$ cat src/rtl/tl_rx_credits_received_tracker_pkg.sv
// Shared definitions for the receive-side CREDITS_RECEIVED tracker:
// buffer type encodings, FSM states and credit arithmetic constants.
package tl_rx_credits_received_tracker_pkg;

  typedef enum logic [1:0] {
    TYP_P    = 2'b00,
    TYP_NP   = 2'b01,
    TYP_CPL  = 2'b10,
    TYP_NONE = 2'b11
  } buffer_typ_e;

  typedef enum logic {
    ST_IDLE    = 1'b0,
    ST_PENDING = 1'b1
  } state_e;

  localparam int DW_PER_DATA_CREDIT = 4;
  localparam int MAX_PAYLOAD_DW     = 1024;
  // Widest per-TLP data cost is 1024/4 = 256, which needs 9 bits.
  localparam int DATA_CREDS_WIDTH   = 9;

endpackage

$ cat src/rtl/tl_rx_rcv_credit_counter.sv
// One header/data CREDITS_RECEIVED counter pair for a single FC type.
// Counters wrap modulo 2^width; clear and reset zero both.
module tl_rx_rcv_credit_counter
  import tl_rx_credits_received_tracker_pkg::*;
#(
  parameter int HDR_WIDTH  = 12,
  parameter int DATA_WIDTH = 16
) (
  input  logic                        clk,
  input  logic                        rst,
  input  logic                        clear,
  input  logic                        add_en,
  input  logic [DATA_CREDS_WIDTH-1:0] data_creds,
  output logic [HDR_WIDTH-1:0]        hdr,
  output logic [DATA_WIDTH-1:0]       data
);

  // NOTE: sequential state uses non-blocking assignments so every register
  // samples pre-edge values regardless of block ordering.
  always_ff @(posedge clk) begin
    if (rst || clear) begin
      hdr  <= '0;
      data <= '0;
    end else if (add_en) begin
      hdr  <= hdr + HDR_WIDTH'(1);
      data <= data + DATA_WIDTH'(data_creds);
    end
  end

endmodule

$ cat src/rtl/tl_rx_credits_received_tracker.sv
// Tracks PCIe receive CREDITS_RECEIVED per FC type from TLP start/end events.
// Define TL_RX_RCV_DROP_STATS_EN to add the saturating drop_count output.
module tl_rx_credits_received_tracker
  import tl_rx_credits_received_tracker_pkg::*;
#(
  parameter int BUFFER_IN_DW_WIDTH   = 10,
  parameter int RCV_HDR_CREDS_WIDTH  = 12,
  parameter int RCV_DATA_CREDS_WIDTH = 16
) (
  input  logic                            clk,
  input  logic                            rst,
  input  logic                            tlp_start,
  input  logic [1:0]                      buffer_typ,
  input  logic                            tlp_has_data,
  input  logic [BUFFER_IN_DW_WIDTH-1:0]   buffer_in_dw,
  input  logic                            tlp_end,
  input  logic                            tlp_drop,
  input  logic                            fc_init,
  output logic [RCV_HDR_CREDS_WIDTH-1:0]  p_rcv_hdr,
  output logic [RCV_HDR_CREDS_WIDTH-1:0]  np_rcv_hdr,
  output logic [RCV_HDR_CREDS_WIDTH-1:0]  cpl_rcv_hdr,
  output logic [RCV_DATA_CREDS_WIDTH-1:0] p_rcv_data,
  output logic [RCV_DATA_CREDS_WIDTH-1:0] np_rcv_data,
  output logic [RCV_DATA_CREDS_WIDTH-1:0] cpl_rcv_data,
  output logic [1:0]                      pending_typ,
  output logic [DATA_CREDS_WIDTH-1:0]     pending_data_creds,
  output logic                            busy,
  output logic                            protocol_error
`ifdef TL_RX_RCV_DROP_STATS_EN
  ,
  output logic [15:0]                     drop_count
`endif
);

  // Two spare bits: one for the 1024-DW encoding, one for the rounding add.
  localparam int LEN_WIDTH = BUFFER_IN_DW_WIDTH + 2;

  state_e                      state;
  logic [LEN_WIDTH-1:0]        len_dw;
  logic [DATA_CREDS_WIDTH-1:0] start_creds;
  logic                        start_valid;
  logic                        commit;

  // NOTE: every always_comb output gets a default first, so no path can
  // leave it unassigned and infer a latch.
  always_comb begin
    len_dw      = LEN_WIDTH'(buffer_in_dw);
    start_creds = '0;
    if (buffer_in_dw == '0) len_dw = LEN_WIDTH'(MAX_PAYLOAD_DW);
    if (tlp_has_data)
      start_creds = DATA_CREDS_WIDTH'((len_dw + LEN_WIDTH'(DW_PER_DATA_CREDIT - 1))
                                      / LEN_WIDTH'(DW_PER_DATA_CREDIT));
  end

  assign start_valid = tlp_start && (buffer_typ != TYP_NONE);
  assign commit      = (state == ST_PENDING) && tlp_end && !tlp_drop && !fc_init;
  assign busy        = (state == ST_PENDING);

  always_ff @(posedge clk) begin
    if (rst) begin
      state              <= ST_IDLE;
      pending_typ        <= TYP_NONE;
      pending_data_creds <= '0;
      protocol_error     <= 1'b0;
    end else begin
      protocol_error <= 1'b0;
      if (fc_init) begin
        state <= ST_IDLE;
      end else begin
        case (state)
          ST_IDLE: begin
            if (tlp_end) begin
              protocol_error <= 1'b1;
            end else if (start_valid) begin
              pending_typ        <= buffer_typ;
              pending_data_creds <= start_creds;
              state              <= ST_PENDING;
            end
          end
          ST_PENDING: begin
            if (tlp_end) begin
              // A start in the same cycle chains the next TLP with no bubble.
              if (start_valid) begin
                pending_typ        <= buffer_typ;
                pending_data_creds <= start_creds;
              end
              state <= start_valid ? ST_PENDING : ST_IDLE;
            end else if (tlp_start) begin
              protocol_error <= 1'b1;
            end
          end
        endcase
      end
    end
  end

  tl_rx_rcv_credit_counter #(
    .HDR_WIDTH (RCV_HDR_CREDS_WIDTH),
    .DATA_WIDTH(RCV_DATA_CREDS_WIDTH)
  ) u_p_counter (
    .clk       (clk),
    .rst       (rst),
    .clear     (fc_init),
    .add_en    (commit && (pending_typ == TYP_P)),
    .data_creds(pending_data_creds),
    .hdr       (p_rcv_hdr),
    .data      (p_rcv_data)
  );

  tl_rx_rcv_credit_counter #(
    .HDR_WIDTH (RCV_HDR_CREDS_WIDTH),
    .DATA_WIDTH(RCV_DATA_CREDS_WIDTH)
  ) u_np_counter (
    .clk       (clk),
    .rst       (rst),
    .clear     (fc_init),
    .add_en    (commit && (pending_typ == TYP_NP)),
    .data_creds(pending_data_creds),
    .hdr       (np_rcv_hdr),
    .data      (np_rcv_data)
  );

  tl_rx_rcv_credit_counter #(
    .HDR_WIDTH (RCV_HDR_CREDS_WIDTH),
    .DATA_WIDTH(RCV_DATA_CREDS_WIDTH)
  ) u_cpl_counter (
    .clk       (clk),
    .rst       (rst),
    .clear     (fc_init),
    .add_en    (commit && (pending_typ == TYP_CPL)),
    .data_creds(pending_data_creds),
    .hdr       (cpl_rcv_hdr),
    .data      (cpl_rcv_data)
  );

`ifdef TL_RX_RCV_DROP_STATS_EN
  logic drop_evt;
  assign drop_evt = (state == ST_PENDING) && tlp_end && tlp_drop && !fc_init;

  always_ff @(posedge clk) begin
    if (rst || fc_init) begin
      drop_count <= '0;
    end else if (drop_evt && (drop_count != 16'hFFFF)) begin
      drop_count <= drop_count + 16'd1;
    end
  end
`endif

endmodule

$ cat config.mk
export PLATFORM = sky130hd
export DESIGN_NAME = tl_rx_credits_received_tracker
export DESIGN_NICKNAME = d
export VERILOG_FILES = /design/src/rtl/tl_rx_credits_received_tracker_pkg.sv /design/src/rtl/tl_rx_rcv_credit_counter.sv /design/src/rtl/tl_rx_credits_received_tracker.sv
export SDC_FILE = /design/constraint.sdc
export NUM_CORES = 1
export LEC_CHECK = 0
export ABC_AREA = 1
export CAP_MARGIN = 20
export CORE_ASPECT_RATIO = 1.5
export CORE_UTILIZATION = 35
export DETAILED_ROUTE_END_ITERATION = 16
export PLACE_DENSITY = 0.64
export SYNTH_ARGS = -nofsm -noshare
export SYNTH_HDL_FRONTEND = slang
export SYNTH_SLANG_ARGS = --single-unit
$ cat constraint.sdc
create_clock -name clk -period 1.78 [get_ports clk]
set_input_delay 0.178 -clock clk [delete_from_list [all_inputs] [get_ports clk]]
set_output_delay 0.178 -clock clk [all_outputs]
set_load 0.05 [all_outputs]
==> results.md, run 1 <==
* Critical path type: reg -> out
* GRT Total Usage at 19.5%
* Synth Instances at 884
* Postcts setup bufs at 0
* Worst setup EP type: output port
* Synth Area per Inst at 6.58 um2
* Post-synth top area cell: dfxtp_1
* Total chip power at 4510 uW
* Die Y at 160 um
* Global-route wire length before repair at 26500 um
* Yosys top cell area share at 33.4%
* Crit path time final at 1760 ps
* Crit path to: np_rcv_hdr[4]
* Fill cell total of the finished layout at 1648
* Reg2Reg Setup Slack at 110 ps
* PwrDens at 560 nW/um2
* GRT overflow at 0
* Highest routed layer: met4
* Buffer and inverter count on the worst path at 1
* # DRC at 0
* DR pass1 iterations at 4
* CTS tree: built
* Setup crit start kind: flip-flop
* Critical path depth in cells at 1
* Commonest non-fill, non-tap cell in the layout: nand2_1
* Tcrit/Tclk final at 98.7%
* Post-synthesis cell type count at 33
* Final #Nets at 1094
* #FFs+latches synth at 97
* Routability-driven placement congestion ratio at 0.887
* Vias after detailed routing at 6001
* R2R cell count at 9
* Pleak at 0.00396 uW
* Fin. max-slew vios at 0
* RSZ-0062 raised after global routing: true
* Clock Latency Late Sink at 360 ps
* Worst path max stage delay at 830 ps
* Sink Count at 97
* Pin count of the biggest net entering global routing at 36
* Dpl ws at -141 ps
* Worst-path fanout max at 3
* Worst path cell trace: clkdlybuf4s50_1
* Hold Vio Cnt, Final at 0
* CP top delay family: buffers and inverters
* Core ar. at 16300 um2
* Crit. Startpoint: u_np_counter.hdr[4]$_SDFFE_PP0P_
* Cell area after synthesis at 5820 um2
* # rows at 57
* Met1 WL at 6670 um
* Final setup fails at 0
* Setup TNS Final at 0 ps
* DR WL met2 at 8710 um
* Status: completed
* Deepest clock path buffer count at 2
* Max IR drop VDD at 0.507 mV
* Part of the Yosys area used for sequential elements at 33.4%
* Reg-to-Reg Start: pending_data_creds[5]$_SDFFE_PP0P_
* Slowest CP cell: clkdlybuf4s50_1
* Post-route ant nets at 0
* Via density at 4.79
* PortBufs at 115
* Hold Buf Count CTS at 0
* Fraction of layout cells with a size suffix above 1 at 15.8%
* Worst Skew at 10.3 ps
* Slew margin rel. at 64.9%
* Die width at 107 um
* Number of max-cap violations at 0
* DPL Wire Length at 12500 um
* Min-delay src: u_p_counter.hdr[10]$_SDFFE_PP0P_
* Final Core Density at 49.6%
* Arr. time, crit path at 1580 ps
* Most frequent cells in the layout: 225 x nand2_1, 118 x inv_1, 93 x nor2_1
* Initial antenna violation count at 0
* Number of I/O pins at 116
* Area Overhead vs Synth at 38.7%
* Top cells by area, synth: dfxtp_1 33%, nand2_1 15%, inv_1 7.7%, ha_1 6.5%, nand3_1 6.4%
* Post-Route WL at 16400 um
* Clock transition at path regs at 80 ps
* WP data required at 1600 ps
* Root Buffer Master: clkbuf_16
* Reg-to-Reg End: u_p_counter.data[14]$_SDFFE_PP0P_
* TritonCTS Buffers at 9
* Syn_nets at 936
* Die area at 17200 um2
* Max H-tree Level at 3
* Hold Crit Class: reg -> reg
* Synth Warn # at 0
* WL/cell at 13.1 um
* Peak Freq at 569 MHz
* Initial cell density of the core at 35.8%
* Ant. Diodes at 0
* Worst Tran Pin Value at 525 ps
* WL met3 at 657 um
* DR iter-0 viols at 199
* Setup ws final at 24.0 ps
* Vias in the first global route at 5670
logic make-up after synthesis:
kind of cell    count (synthesis)  synth area share [%]
simple gates                  453                  33.4
buf+inv                       146                  9.66
compound gates                138                  13.6
flops                          97                  33.4
fa+ha+maj                      33                  7.48
xor+xnor                       17                  2.56
per-layer routing:
layer,up-vias,global-route usage (%)
li1,3174,-
met4,0,9.84
met2,121,35.9
met1,2684,21.4
met3,22,2.86
met5,-,0
registers in the layout, indices dropped and copies added (netlist names):
register and cells:
u_cpl_counter.hdr 12, protocol_error 1, u_p_counter.hdr 12, pending_typ 2, u_p_counter.data 16, busy 1
u_np_counter.hdr 12, pending_data_creds 9, u_cpl_counter.data 16, u_np_counter.data 16
per-stage QoR:
stage               hold WS (ps)  cell area, um2  instances
finish                       489            8070       1253
global route                 504            8070       1253
CTS                          491            7870       1253
detailed placement           477            7560       1237
global placement             471            7560       1237
floorplan                    278            5850        884
worst min-delay path by stage:
stage	cells after the start	to	slack, ps
floorplan	2	pending_typ[1]$_SDFFE_PP1P_	280
global route	1	protocol_error$_SDFF_PP0_	500
CTS	1	protocol_error$_SDFF_PP0_	490
finish	2	u_p_counter.hdr[10]$_SDFFE_PP0P_	490
global placement	2	u_np_counter.hdr[8]$_SDFFE_PP0P_	470
detailed placement	2	u_np_counter.hdr[8]$_SDFFE_PP0P_	480
what timing repair did:
item                                    in CTS  in global routing
resized for setup                            8                 58
endpoints found under the setup margin       8                 51
pin swaps                                    0                  5
cell usage after synthesis:
cell      number
nand2_1      225
inv_1        120
nor2_1        98
dfxtp_1       97
nand3_1       74
a21oi_1       69
ha_1          30
o21ai_0       27
nor3_1        21
o21a_1        20
nand4_1       15
o21bai_1      13
xor2_1        12
buf_2         11
clkbuf_1      11
nand3b_1       6
or2_2          5
xnor2_1        5
a21boi_0       3
fa_1           3
inv_2          3
and3_1         2
nor3_4         2
nor3b_1        2
o21ai_1        2
a211oi_1       1
a21o_1         1
a22oi_1        1
a31oi_1        1
clkinv_1       1
nand2_2        1
nor3_2         1
nor4_1         1
final cells by class:
| class | count | area (um2) | share of cell area, % |
|---|---|---|---|
| multi-input cells | 641 | 3470 | 43.0 |
| flip-flops and latches | 97 | 1980 | 24.6 |
| repair buffers | 169 | 1580 | 19.6 |
| inverters | 124 | 465 | 5.77 |
| well taps | 206 | 258 | 3.19 |
| clock buffers | 9 | 225 | 2.79 |
| clock inverters | 7 | 83.8 | 1.04 |
report_power, final:
part	internal (uW)	switching (uW)
sequential	2170	14.7
combinational	111	151
clock	1120	950
No activity file was read; power rests on OpenSTA's default activity.
==> run 2, diff against run 1 <==
- SETUP_SLACK_MARGIN: default -> 0.05
==> run 2 against run 1 <==
Against the previous run: sequential share of layout area about the same; register-to-register slack about the same; sequential power about the same; combinational power hardly changed; flip-flop and latch count unchanged; hold slack got worse by 11 ps; largest power group unchanged; cell count decreased by 0.56%; maximum frequency grew 3.7%.
==> results.md, run 2 (same netlist as run 1, synthesis figures left out) <==
* Tcrit/Tclk final at 95.1% (was 98.7%)
* Hold Vio Cnt, Final at 0 (unchanged)
* Most frequent cells in the layout: 222 x nand2_1, 119 x inv_1, 92 x nor2_1 (was 225 x nand2_1, 118 x inv_1, 93 x nor2_1)
* GRT overflow at 0 (unchanged)
* Commonest non-fill, non-tap cell in the layout: nand2_1 (unchanged)
* Global-route wire length before repair at 26900 um (was 26500 um)
* Fill cell total of the finished layout at 1670 (was 1648)
* Number of max-cap violations at 0 (unchanged)
* TritonCTS Buffers at 9 (unchanged)
* Clock Latency Late Sink at 340 ps (was 360 ps)
* Pleak at 0.00401 uW (was 0.00396 uW)
* Status: completed (unchanged)
* CTS tree: built (unchanged)
* WP data required at 1600 ps (about the same)
* Initial cell density of the core at 35.8% (unchanged)
* Final #Nets at 1087 (was 1094)
* DR iter-0 viols at 153 (was 199)
* Initial antenna violation count at 0 (unchanged)
* Total chip power at 4290 uW (was 4510 uW)
* Worst-path fanout max at 3 (unchanged)
* # DRC at 0 (unchanged)
* Vias in the first global route at 5700 (was 5670)
* Vias after detailed routing at 6040 (was 6001)
* Die Y at 160 um (unchanged)
* Critical path type: reg -> out (unchanged)
* Pin count of the biggest net entering global routing at 31 (was 36)
* Crit path time final at 1690 ps (was 1760 ps)
* Max IR drop VDD at 0.362 mV (was 0.507 mV)
* Post-route ant nets at 0 (unchanged)
* Fin area at 8160 um2 (was 8070 um2)
* Hold Buf Count CTS at 0 (unchanged)
* PwrDens at 525 nW/um2 (was 560 nW/um2)
* Arr. time, crit path at 1520 ps (was 1580 ps)
* DP Cell Count at 1229 (was 1237)
* Worst Skew at 4.38 ps (was 10.3 ps)
* Slowest CP cell: clkdlybuf4s50_1 (unchanged)
* Cell Count, Final, Fillers Out at 1246 (was 1253)
* Buffer and inverter count on the worst path at 1 (unchanged)
* Root Buffer Master: clkbuf_16 (unchanged)
* Via density at 4.85 (was 4.79)
* GRT Total Usage at 19.6% (was 19.5%)
* Deepest clock path buffer count at 2 (unchanged)
* Max H-tree Level at 3 (unchanged)
* Clock transition at path regs at 70 ps (was 80 ps)
* Registers with the most flip-flops: u_cpl_counter.data (16), u_np_counter.data (16), u_p_counter.data (16) (unchanged)
* Number of I/O pins at 116 (unchanged)
* Peak Freq at 590 MHz (was 569 MHz)
* Die width at 107 um (unchanged)
* Placement Cell Area at 7480 um2 (was 7560 um2)
* Die area at 17200 um2 (unchanged)
* Register area at 2010 um2 (was 1980 um2)
* WL/cell at 13.4 um (was 13.1 um)
* Setup crit start kind: flip-flop (unchanged)
* DR pass1 iterations at 4 (unchanged)
* DPL Wire Length at 12600 um (was 12500 um)
* RSZ-0062 raised after global routing: true (unchanged)
* Post-Route WL at 16600 um (was 16400 um)
* Worst Tran Pin Value at 548 ps (was 525 ps)
* Hold Crit Class: reg -> reg (unchanged)
* Area Overhead vs Synth at 40.3% (was 38.7%)
* Multi-input gate area at 3680 um2 (was 3470 um2)
* Final setup fails at 0 (unchanged)
* Worst setup EP type: output port (unchanged)
* Core ar. at 16300 um2 (unchanged)
* Fraction of layout cells with a size suffix above 1 at 18.7% (was 15.8%)
* Slew margin rel. at 63.4% (was 64.9%)
* Worst path cell trace: clkdlybuf4s50_1 (unchanged)
* Sink Count at 97 (unchanged)
* Routability-driven placement congestion ratio at 0.868 (was 0.887)
* Fin. max-slew vios at 0 (unchanged)
* Ant. Diodes at 0 (unchanged)
* CP top delay family: buffers and inverters (unchanged)
* # rows at 57 (unchanged)
* Worst path max stage delay at 810 ps (was 830 ps)
* PortBufs at 115 (unchanged)
[run 2: metal layers]
layer / vias to the layer above / GRT usage [%] / routed length [um]
li1: 3167 / - / -
met1: 2745 / 21.7 / 6940
met2: 109 / 37.2 / 8920
met3: 19 / 2.86 / 510
met4: 0 / 6.66 / 265
met5: - / 0 / 0
[run 2: final timing paths]
kind / endpoint / startpoint / slack (ps) / cells after the start
max: p_rcv_data[3] / u_p_counter.data[3]$_SDFFE_PP0P_ / 90 / 1
min: u_np_counter.hdr[8]$_SDFFE_PP0P_ / u_np_counter.hdr[8]$_SDFFE_PP0P_ / 480 / 2
max reg2reg: u_p_counter.data[13]$_SDFFE_PP0P_ / pending_data_creds[5]$_SDFFE_PP0P_ / 100 / 8
min reg2reg: u_np_counter.hdr[8]$_SDFFE_PP0P_ / u_np_counter.hdr[8]$_SDFFE_PP0P_ / 480 / 2
[run 2: what timing repair did]
| item | CTS | global route |
|---|---|---|
| resized for setup | 30 | 89 |
| buffers inserted | 0 | 1 |
| pin swaps | 1 | 11 |
| endpoints found under the setup margin | 37 | 48 |
| gates cloned | 0 | 0 |
[run 2: layout make-up]
class / count / area share, %
Inverter: 124 / 5.70
Clock buffer: 10 / 2.80
Multi-Input combinational cell: 641 / 45.1
Sequential cell: 97 / 24.6
Timing Repair Buffer: 162 / 18.1
Tap cell: 206 / 3.16
Clock inverter: 6 / 0.536
[run 2: where the power goes]
| group | leakage, uW | internal [uW] | switching, uW |
|---|---|---|---|
| sequential | 0.000800 | 2160 | 18.2 |
| combinational | 0.00307 | 113 | 147 |
| clock | 0.000133 | 955 | 889 |
| total | 0.00401 | 3230 | 1050 |
[run 2: per-stage QoR]
step	setup WS (ps)	hold WS, ps	TNS (ps)	util [%]
2_1_floorplan	-0.632	278	-0.632	-
3_5_place_dp	-103	467	-1010	46.0
3_3_place_gp	-76.5	458	-612	46.0
5_1_grt	-1.09	477	-1.85	50.2
4_1_cts	51.1	464	0	47.8
6_report	86.5	478	0	50.2
[run 2: worst min-delay path, stage by stage (launching register included)]
cell     delay, ps
dfxtp_1        320
inv_1           60
a21oi_1         50
==> run 3, diff against run 2 <==
- CORE_MARGIN: default -> 2
==> run 3 against run 2 <==
Against the previous run: via count increased by 1.1%; first-iteration DRC count increased by 5.9%; critical path depth unchanged; sequential share of layout area decreased by 0.24 points; die area increased by 3.1%; clock skew increased by 7.4 ps; global-route usage decreased by 0.49 points; power increased by 3.3%; hold slack got worse by 1.1 ps; sequential power about the same; combinational power increased by 3%; largest cell class unchanged.
==> results.md, run 3 (same netlist as run 1, synthesis figures left out) <==
* Status: completed (unchanged)
* Routability-driven placement congestion ratio at 0.898 (was 0.868)
* Worst Tran Pin Value at 533 ps (was 548 ps)
* Hold Vio Cnt, Final at 0 (unchanged)
* Area Overhead vs Synth at 41.7% (was 40.3%)
* Comb pwr share at 6.1% (about the same)
* Die Y at 162 um (was 160 um)
* Die width at 109 um (was 107 um)
* DR iter-0 viols at 162 (was 153)
* GRT Total Usage at 19.1% (was 19.6%)
* Buffer and inverter count on the worst path at 1 (unchanged)
* # DRC at 0 (unchanged)
* Reg-to-Reg Start: pending_data_creds[1]$_SDFFE_PP0P_ (was pending_data_creds[5]$_SDFFE_PP0P_)
* Clock Power Share at 44.7% (was 43.0%)
* Initial antenna violation count at 0 (unchanged)
* Hold Crit Class: in -> reg (was reg -> reg)
* Vias after detailed routing at 6105 (was 6040)
* Root Buffer Master: clkbuf_16 (unchanged)
* Via density at 4.88 (was 4.85)
* Final setup fails at 0 (unchanged)
* PwrDens at 537 nW/um2 (was 525 nW/um2)
* DR pass1 iterations at 5 (was 4)
* Worst path max stage delay at 810 ps (about the same)
* Arr. time, crit path at 1540 ps (was 1520 ps)
* Pin count of the biggest net entering global routing at 31 (unchanged)
* Int Power at 3300 uW (was 3230 uW)
* Commonest non-fill, non-tap cell in the layout: nand2_1 (unchanged)
* Die area at 17700 um2 (was 17200 um2)
* Crit path to: np_rcv_data[4] (was p_rcv_data[3])
* Crit path time final at 1710 ps (was 1690 ps)
* Reg2Reg Setup Slack at 140 ps (was 100 ps)
* RSZ-0062 raised after global routing: true (unchanged)
* Max H-tree Level at 3 (unchanged)
* TritonCTS Buffers at 9 (unchanged)
* GRT overflow at 0 (unchanged)
* Fin. max-slew vios at 0 (unchanged)
* Critical path type: reg -> out (unchanged)
* Switching Power at 1120 uW (was 1050 uW)
* Number of max-cap violations at 0 (unchanged)
* Final #Nets at 1091 (was 1087)
* Most frequent cells in the layout: 224 x nand2_1, 118 x inv_1, 91 x nor2_1 (was 222 x nand2_1, 119 x inv_1, 92 x nor2_1)
* Global-route wire length before repair at 26800 um (was 26900 um)
* Post-Route WL at 17000 um (was 16600 um)
* Registers with the most flip-flops: u_cpl_counter.data (16), u_np_counter.data (16), u_p_counter.data (16) (unchanged)
* Tcrit/Tclk final at 96.3% (was 95.1%)
* Worst path cell trace: clkdlybuf4s50_1 (unchanged)
* Reg power frac at 49.3% (was 50.9%)
* Slowest CP cell: clkdlybuf4s50_1 (unchanged)
* Critical path depth in cells at 1 (unchanged)
* Pleak at 0.00403 uW (was 0.00401 uW)
* Placement Cell Area at 7510 um2 (was 7480 um2)
* Dpl ws at -179 ps (was -103 ps)
* PortBufs at 115 (unchanged)
* Worst setup EP type: output port (unchanged)
* Reg-to-Reg End: u_cpl_counter.data[5]$_SDFFE_PP0P_ (was u_p_counter.data[13]$_SDFFE_PP0P_)
* Max IR drop VDD at 0.395 mV (was 0.362 mV)
* Ant. Diodes at 0 (unchanged)
* CTS tree: built (unchanged)
* Setup ws final at 66.6 ps (was 86.5 ps)
* Crit. Startpoint: u_np_counter.data[4]$_SDFFE_PP0P_ (was u_p_counter.data[3]$_SDFFE_PP0P_)
* Number of I/O pins at 116 (unchanged)
* Final Core Density at 50.7% (was 50.2%)
* R2R cell count at 9 (was 8)
* Hold Buf Count CTS at 0 (unchanged)
* Worst-path fanout max at 3 (unchanged)
* Switching part of the total at 25.4% (was 24.6%)
* Deepest clock path buffer count at 2 (unchanged)
* Core ar. at 16300 um2 (unchanged)
* Setup TNS Final at 0 ps (unchanged)
* Clock Latency Late Sink at 350 ps (was 340 ps)
* Worst Skew at 11.7 ps (was 4.38 ps)
* Sink Count at 97 (unchanged)
* DPL Wire Length at 12700 um (was 12600 um)
* Peak Freq at 584 MHz (was 590 MHz)
* # rows at 57 (unchanged)
* Initial cell density of the core at 35.8% (unchanged)
* CP top delay family: buffers and inverters (unchanged)
* WL/cell at 13.6 um (was 13.4 um)
* Fin area at 8250 um2 (was 8160 um2)
* WP data required at 1600 ps (about the same)
* Vias in the first global route at 5767 (was 5700)
* Fraction of layout cells with a size suffix above 1 at 19.1% (was 18.7%)
* Post-route ant nets at 0 (unchanged)
* Clock transition at path regs at 70 ps (about the same)
* Slew margin rel. at 64.6% (was 63.4%)
* Setup crit start kind: flip-flop (unchanged)
-- run 3: cell count changes in the layout (fill, tap and decap cells not counted), moves of 3 or more --
cell / delta
nand3_1: +3
buf_4: +5
ha_1: -5
ha_4: +6
clkdlybuf4s50_1: -3
-- run 3: power groups by stage --
| stage | combinational, uW | sequential [uW] | clock, uW |
|---|---|---|---|
| 2_1_floorplan | 108 | 2260 | 0 |
| 3_3_place_gp | 258 | 2240 | 0 |
| 3_5_place_dp | 259 | 2240 | 0 |
| 4_1_cts | 260 | 2190 | 2040 |
| 5_1_grt | 293 | 2180 | 2100 |
| 6_report | 269 | 2180 | 1980 |
-- run 3: worst min path at each step --
stage	cells past startpoint	slack, ps	end	from
detailed placement	2	470	u_cpl_counter.hdr[10]$_SDFFE_PP0P_	u_cpl_counter.hdr[10]$_SDFFE_PP0P_
global route	3	500	pending_typ[1]$_SDFFE_PP1P_	buffer_typ[1]
CTS	3	460	pending_typ[1]$_SDFFE_PP1P_	buffer_typ[1]
global placement	1	470	protocol_error$_SDFF_PP0_	busy$_SDFF_PP0_
floorplan	2	280	pending_typ[1]$_SDFFE_PP1P_	rst
finish	3	480	pending_typ[1]$_SDFFE_PP1P_	buffer_typ[1]
-- run 3: metal layers --
layer  vias to the layer above  part of all wire [%]  track usage, %
met4                         0                   1.8            6.85
met3                        20                   3.5            2.73
li1                       3178                     -               -
met5                         -                     0               0
met1                      2804                    41            21.6
met2                       103                    54            35.5
-- run 3: final cells by class --
type	count	area [um2]
inverters	124	465
repair buffers	166	1520
clock inverters	6	56.3
fillers	1658	8020
clock buffers	10	239
flip-flops and latches	97	2010
multi-input cells	641	3700
well taps	206	258
-- run 3: through the flow --
step | total power (uW) | std cells | hold WS (ps)
finish | 4430 | 1250 | 477
CTS | 4480 | 1248 | 463
global placement | 2500 | 1232 | 473
floorplan | 2370 | 884 | 278
global route | 4580 | 1250 | 497
detailed placement | 2500 | 1232 | 472
-- run 3: repair_timing --
item	4_1_cts	5_1_grt
pin swaps	0	4
setup endpoints to repair	38	54
setup buffers	0	2
gates resized for setup	33	82
